### config.mk
export PLATFORM = sky130hd
export DESIGN_NAME = uart_fifo_scheduler
export DESIGN_NICKNAME = d
export VERILOG_FILES = /design/src/rtl/uart_fifo_scheduler.sv
export SDC_FILE = /design/constraint.sdc
export NUM_CORES = 1
export LEC_CHECK = 0
export ABC_CLOCK_PERIOD_IN_PS = 4000
export CAP_MARGIN = 30
export CORE_MARGIN = 10
export CORE_UTILIZATION = 50
export CTS_BUF_LIST = sky130_fd_sc_hd__clkbuf_16
export CTS_CLUSTER_SIZE = 12
export DETAILED_ROUTE_END_ITERATION = 10
export GPL_TIMING_DRIVEN = 0
export PLACE_DENSITY = 0.68
export SLEW_MARGIN = 30
export SYNTH_ARGS = -nofsm -noshare
export SYNTH_HDL_FRONTEND = slang
export SYNTH_SLANG_ARGS = --single-unit
### constraint.sdc
create_clock -name s_clk_i -period 4 [get_ports s_clk_i]
set_input_delay 0.8 -clock s_clk_i [delete_from_list [all_inputs] [get_ports s_clk_i]]
set_output_delay 0.8 -clock s_clk_i [all_outputs]
set_load 0.02 [all_outputs]
### src/rtl/uart_fifo_scheduler.sv
// Peripheral-side buffering for the byte UART core: TX/RX FIFOs behind a two-register
// bus port, one TX request per frame slot, RX capture on the core's data-ready rising edge.
//
// state  | meaning
// IDLE   | slot free; launch the TX head byte as soon as the TX FIFO holds data
// WAIT   | frame in flight; slot timer counting down to the next free slot
module uart_fifo_scheduler #(
   parameter int DEPTH        = 8,
   parameter int FRAME_CYCLES = 104024
) (
   input  logic       s_clk_i,
   input  logic       s_resetn_i,
   input  logic       s_wr_i,
   input  logic       s_rd_i,
   input  logic       s_addr_i,
   input  logic [7:0] s_wdata_i,
   output logic [7:0] s_rdata_o,
   input  logic [7:0] s_uart_data_i,
   input  logic       s_uart_ready_i,
   output logic       s_uart_request_o,
   output logic [7:0] s_uart_data_o,
   output logic       s_irq_o
);
   localparam int AW = $clog2(DEPTH);
   localparam int TW = $clog2(FRAME_CYCLES + 1);
   localparam logic [TW-1:0] FRAME_LD = TW'(FRAME_CYCLES);
   localparam logic [AW:0]   PTR_ONE  = (AW+1)'(1);

   typedef enum logic {ST_IDLE, ST_WAIT} state_t;

   logic [7:0]    r_tx_mem [DEPTH];
   logic [7:0]    r_rx_mem [DEPTH];
   logic [AW:0]   r_tx_wp, r_tx_rp, r_rx_wp, r_rx_rp;
   logic          r_tx_ovf, r_rx_ovf, r_ready_q;
   logic [7:0]    r_rdata, r_tx_data;
   logic          r_req;
   state_t        r_state;
   logic [TW-1:0] r_timer;

   state_t        w_state_nxt;
   logic [TW-1:0] w_timer_nxt;
   logic          w_tx_pop;
   logic          w_tx_empty, w_tx_full, w_rx_empty, w_rx_full;
   logic          w_wr_data, w_wr_stat, w_rd_data, w_rd_stat;
   logic          w_tx_push, w_tx_drop, w_rx_edge, w_rx_pop, w_rx_push, w_rx_drop;
   logic [7:0]    w_status, w_tx_head, w_rx_head;

   assign w_tx_empty = (r_tx_wp == r_tx_rp);
   assign w_tx_full  = (r_tx_wp[AW] != r_tx_rp[AW]) && (r_tx_wp[AW-1:0] == r_tx_rp[AW-1:0]);
   assign w_rx_empty = (r_rx_wp == r_rx_rp);
   assign w_rx_full  = (r_rx_wp[AW] != r_rx_rp[AW]) && (r_rx_wp[AW-1:0] == r_rx_rp[AW-1:0]);
   assign w_tx_head  = r_tx_mem[r_tx_rp[AW-1:0]];
   assign w_rx_head  = r_rx_mem[r_rx_rp[AW-1:0]];

   // a write strobe masks a coincident read
   assign w_wr_data = s_wr_i & ~s_addr_i;
   assign w_wr_stat = s_wr_i &  s_addr_i;
   assign w_rd_data = s_rd_i & ~s_wr_i & ~s_addr_i;
   assign w_rd_stat = s_rd_i & ~s_wr_i &  s_addr_i;

   // a same-cycle pop frees the slot, so a push into a full FIFO still lands
   assign w_tx_push = w_wr_data & (~w_tx_full | w_tx_pop);
   assign w_tx_drop = w_wr_data &   w_tx_full & ~w_tx_pop;
   assign w_rx_edge = s_uart_ready_i & ~r_ready_q;
   assign w_rx_pop  = w_rd_data & ~w_rx_empty;
   assign w_rx_push = w_rx_edge & (~w_rx_full | w_rx_pop);
   assign w_rx_drop = w_rx_edge &   w_rx_full & ~w_rx_pop;

   assign w_status = {3'b000, r_tx_ovf, r_rx_ovf, w_tx_full, w_tx_empty, ~w_rx_empty};

   always_comb begin
      w_state_nxt = r_state;
      w_timer_nxt = r_timer;
      w_tx_pop    = 1'b0;
      case (r_state)
         ST_IDLE: begin
            if (!w_tx_empty) begin
               w_tx_pop    = 1'b1;
               w_timer_nxt = FRAME_LD;
               w_state_nxt = ST_WAIT;
            end
         end
         ST_WAIT: begin
            // leave one cycle early so request pulses land FRAME_CYCLES+1 clocks apart
            if (r_timer == TW'(1) || r_timer == '0) begin
               w_timer_nxt = '0;
               w_state_nxt = ST_IDLE;
            end else begin
               w_timer_nxt = r_timer - TW'(1);
            end
         end
         default: w_state_nxt = ST_IDLE;
      endcase
   end

   always_ff @(posedge s_clk_i or negedge s_resetn_i) begin
      if (!s_resetn_i) begin
         r_state   <= ST_IDLE;
         r_timer   <= '0;
         r_req     <= 1'b0;
         r_tx_data <= 8'h00;
      end else begin
         r_state <= w_state_nxt;
         r_timer <= w_timer_nxt;
         r_req   <= w_tx_pop;
         if (w_tx_pop) r_tx_data <= w_tx_head;
      end
   end

   always_ff @(posedge s_clk_i or negedge s_resetn_i) begin
      if (!s_resetn_i) begin
         r_tx_wp   <= '0;
         r_tx_rp   <= '0;
         r_rx_wp   <= '0;
         r_rx_rp   <= '0;
         r_tx_ovf  <= 1'b0;
         r_rx_ovf  <= 1'b0;
         r_ready_q <= 1'b0;
         r_rdata   <= 8'h00;
      end else begin
         r_ready_q <= s_uart_ready_i;
         if (w_tx_push) r_tx_wp <= r_tx_wp + PTR_ONE;
         if (w_tx_pop)  r_tx_rp <= r_tx_rp + PTR_ONE;
         if (w_rx_push) r_rx_wp <= r_rx_wp + PTR_ONE;
         if (w_rx_pop)  r_rx_rp <= r_rx_rp + PTR_ONE;
         if (w_tx_drop)                      r_tx_ovf <= 1'b1;
         else if (w_wr_stat && s_wdata_i[1]) r_tx_ovf <= 1'b0;
         if (w_rx_drop)                      r_rx_ovf <= 1'b1;
         else if (w_wr_stat && s_wdata_i[0]) r_rx_ovf <= 1'b0;
         if (w_rd_stat)      r_rdata <= w_status;
         else if (w_rd_data) r_rdata <= w_rx_empty ? 8'h00 : w_rx_head;
      end
   end

   always_ff @(posedge s_clk_i) begin
      if (w_tx_push) r_tx_mem[r_tx_wp[AW-1:0]] <= s_wdata_i;
      if (w_rx_push) r_rx_mem[r_rx_wp[AW-1:0]] <= s_uart_data_i;
   end

   assign s_rdata_o        = r_rdata;
   assign s_uart_request_o = r_req;
   assign s_uart_data_o    = r_tx_data;
   assign s_irq_o          = ~w_rx_empty | r_rx_ovf;
endmodule
==> metrics.txt <==
synthesized area=0.00775 mm^2; Post-Route WL=between 15000 and 20000 um; Avg WL per Cell=approximately 21 um; register area=0.00519 mm^2; drt initial violations=~370; setup repair bufs after CTS=0; DR vias=4371; Die X-Extent=around 140 um; FF-to-FF End=r_tx_mem[5][3]; worst-margin pin slew=949 ps; Die Ht=between 100 and 150 um; outcome=complete, no violations; Tot Pwr=6.30 mW; clock slew at reported path FFs=about 70 ps; Slew headroom=0.365; ys async rst share=0.297; Final TNS setup=0 ps; DRC=0; pwr dens=about 700 mW/mm^2; DP Wirelength=between 10000 and 15000 um; setup violators final=0; GR Overflow Total=0; worst skew pair latency=around 430 ps; number of synthesized flops with an enable pin=128; LEAKAGE=around 3.1 nW; GPL Wtd Cong=approximately 0.86; Synth Instances=a little under 500; Post-synth top flop=edfxtp_1; worst r2r path cells=6; Core Footprint=0.0152 mm^2; H-tree Lvls=4; RSZ-0062 raised after global routing=false; Yosys top cell by area=edfxtp_1; Hold Crit Class=in2async; Final period util=0.829; layout cell share with drive strength beyond 1=0.183; CP endpoint kind=primary output; worst r2r src=r_tx_rp[3]; CP Launch Type=flop; total track usage=0.160; Clock Path Buffers=2; Final Hold Vio Count=0; area occupied by multi-input gates=approximately 0.0024 mm^2; CTS Buf Count=17; Yosys cell types=62; DR vias/cell=a little under 6; Inst Count DP=around 700; drt pass-1 iters=4; Layout area overhead=16.4%; antenna violations before repair=0; CTS sink cnt=182; I/O pin count=40; Layout fillers=1164; Final Critical Period=roughly 3300 ps; Clock Root Buffer=clkbuf_16; hold_buf cts=0; CP Class=reg2out; fin nets=between 500 and 600; WP data arrival=2520 ps; Antenna Nets Post-Route=0; Mean Syn Cell Area=15.9 um^2; post-synthesis register bit count=~180; Crit path required time=roughly 3200 ps; Mapped Nets=516; worst vdd ir=0.379 mV; area of the die=0.0209 mm^2; maxcap violations=0; vias in the first global route=around 4500; Pins Over Slew Limit=0; first-pass GRT wire length=25100 um; Starting Density=0.510; clock skew=approximately 15 ps; I/O Buffers=38; Post-Layout Cell Count=approximately 750; top cell type's share of synthesized area=0.496; Max Freq=about 0.30 GHz; Post-CTS Resized=0; synth top area cells=edfxtp_1, dfrtp_1, mux4_2, mux2i_1, mux4_1; CTS tree=done; pin count of the biggest net entering global routing=40; critical path peak fanout=10; diode count=0; internal reg-to-reg setup slack=roughly 1500 ps; Synth Warn #=0; sequential share of the synthesized area=0.670; Cell Rows=45
how the worst max path moves through the flow:
stage / from / end / slack [ps] / cells past startpoint
finish: r_rx_rp[1] / s_irq_o / 680 / 5
global route: r_rx_rp[1] / s_irq_o / 490 / 5
CTS: r_rx_rp[1] / s_irq_o / 630 / 5
detailed placement: s_wr_i / r_rx_mem[2][5] / 560 / 5
global placement: s_wr_i / r_rx_mem[0][5] / 160 / 5
floorplan: s_addr_i / r_rx_mem[0][0] / 1370 / 5
routing by layer:
| layer | share of wire | vias up | GRT usage | wire, um |
|---|---|---|---|---|
| li1 | - | 2044 | - | - |
| met3 | 0.036 | 10 | 0.0361 | 559 |
| met1 | 0.43 | 2231 | 0.201 | 6750 |
| met5 | 0 | - | 0 | 0 |
| met2 | 0.53 | 86 | 0.268 | 8290 |
| met4 | 0.0091 | 0 | 0.0537 | 143 |
power by group:
part	internal (mW)	total [mW]	switching [mW]
combinational	0.960	2.11	1.15
sequential	2.36	2.61	0.245
clock	0.861	1.58	0.720
cell families after synthesis:
logic type / synth area share
compound gates: 0.0591
xor+xnor: 0.0237
fa+ha+maj: 0.00968
buf+inv: 0.0266
flops: 0.670
mux: 0.122
simple gates: 0.0891
registers in the layout (all words and copies together), names as in the netlist:
signal and flops:
r_ready_q 1, r_rx_mem 64, r_rx_ovf 1, r_rx_rp 4
r_rx_wp 4, r_state 1, r_timer 17, r_tx_mem 64
r_tx_ovf 1, r_tx_rp 4, r_tx_wp 4, s_rdata_o 8
s_uart_data_o 8, s_uart_request_o 1
synthesized netlist by cell type (7+ instances only):
library cell and count:
xnor2_1 14, buf_2 8, mux4_2 27, nand4_1 8
a21oi_1 16, dfrtp_1 54, mux2i_1 16, o21ai_0 16
nor3_1 10, nand3_1 20, o211ai_1 10, inv_1 10
nand2_1 21, edfxtp_1 128, nor2_1 25, xor2_1 7
worst max-delay path, stage by stage (launching register included):
cell	delay [ps]
dfrtp_1	370
buf_2	210
xnor2_1	220
nand3_1	270
or3_1	460
clkdlybuf4s50_1	560
stage by stage:
step	utilization	cell area [um^2]	worst slack, ps	hold WS (ps)
after floorplan	-	7750	1370	462
after global placement	0.551	8370	163	474
after detailed placement	0.557	8460	559	478
final	0.593	9020	684	241
after CTS	0.593	9020	632	236
after global routing	0.593	9020	489	237
layout by cell type (no fill, tap or decap), types with 7 or more instances in the layout:
cell type	netlist	final
nand3_1	20	20
dfrtp_1	54	54
nor3_1	10	7
a21oi_1	16	15
clkbuf_16	0	17
buf_4	6	10
nand4_1	8	8
mux2i_1	16	16
o211ai_1	10	10
xor2_1	7	7
xnor2_1	14	14
nor2_1	25	25
clkdlybuf4s50_1	0	37
nand2_1	21	21
inv_1	10	12
o21ai_0	16	16
edfxtp_1	128	128
mux4_2	27	27
buf_2	8	9
layout make-up:
cell class	count	area share
Clock inverter	15	0.0150
Tap cell	188	0.0261
Timing Repair Buffer	43	0.0472
Clock buffer	17	0.0472
Inverter	11	0.00458
Buffer	27	0.0183
Multi-Input combinational cell	268	0.266
Sequential cell	182	0.576
No activity file was read; power rests on OpenSTA's default activity.
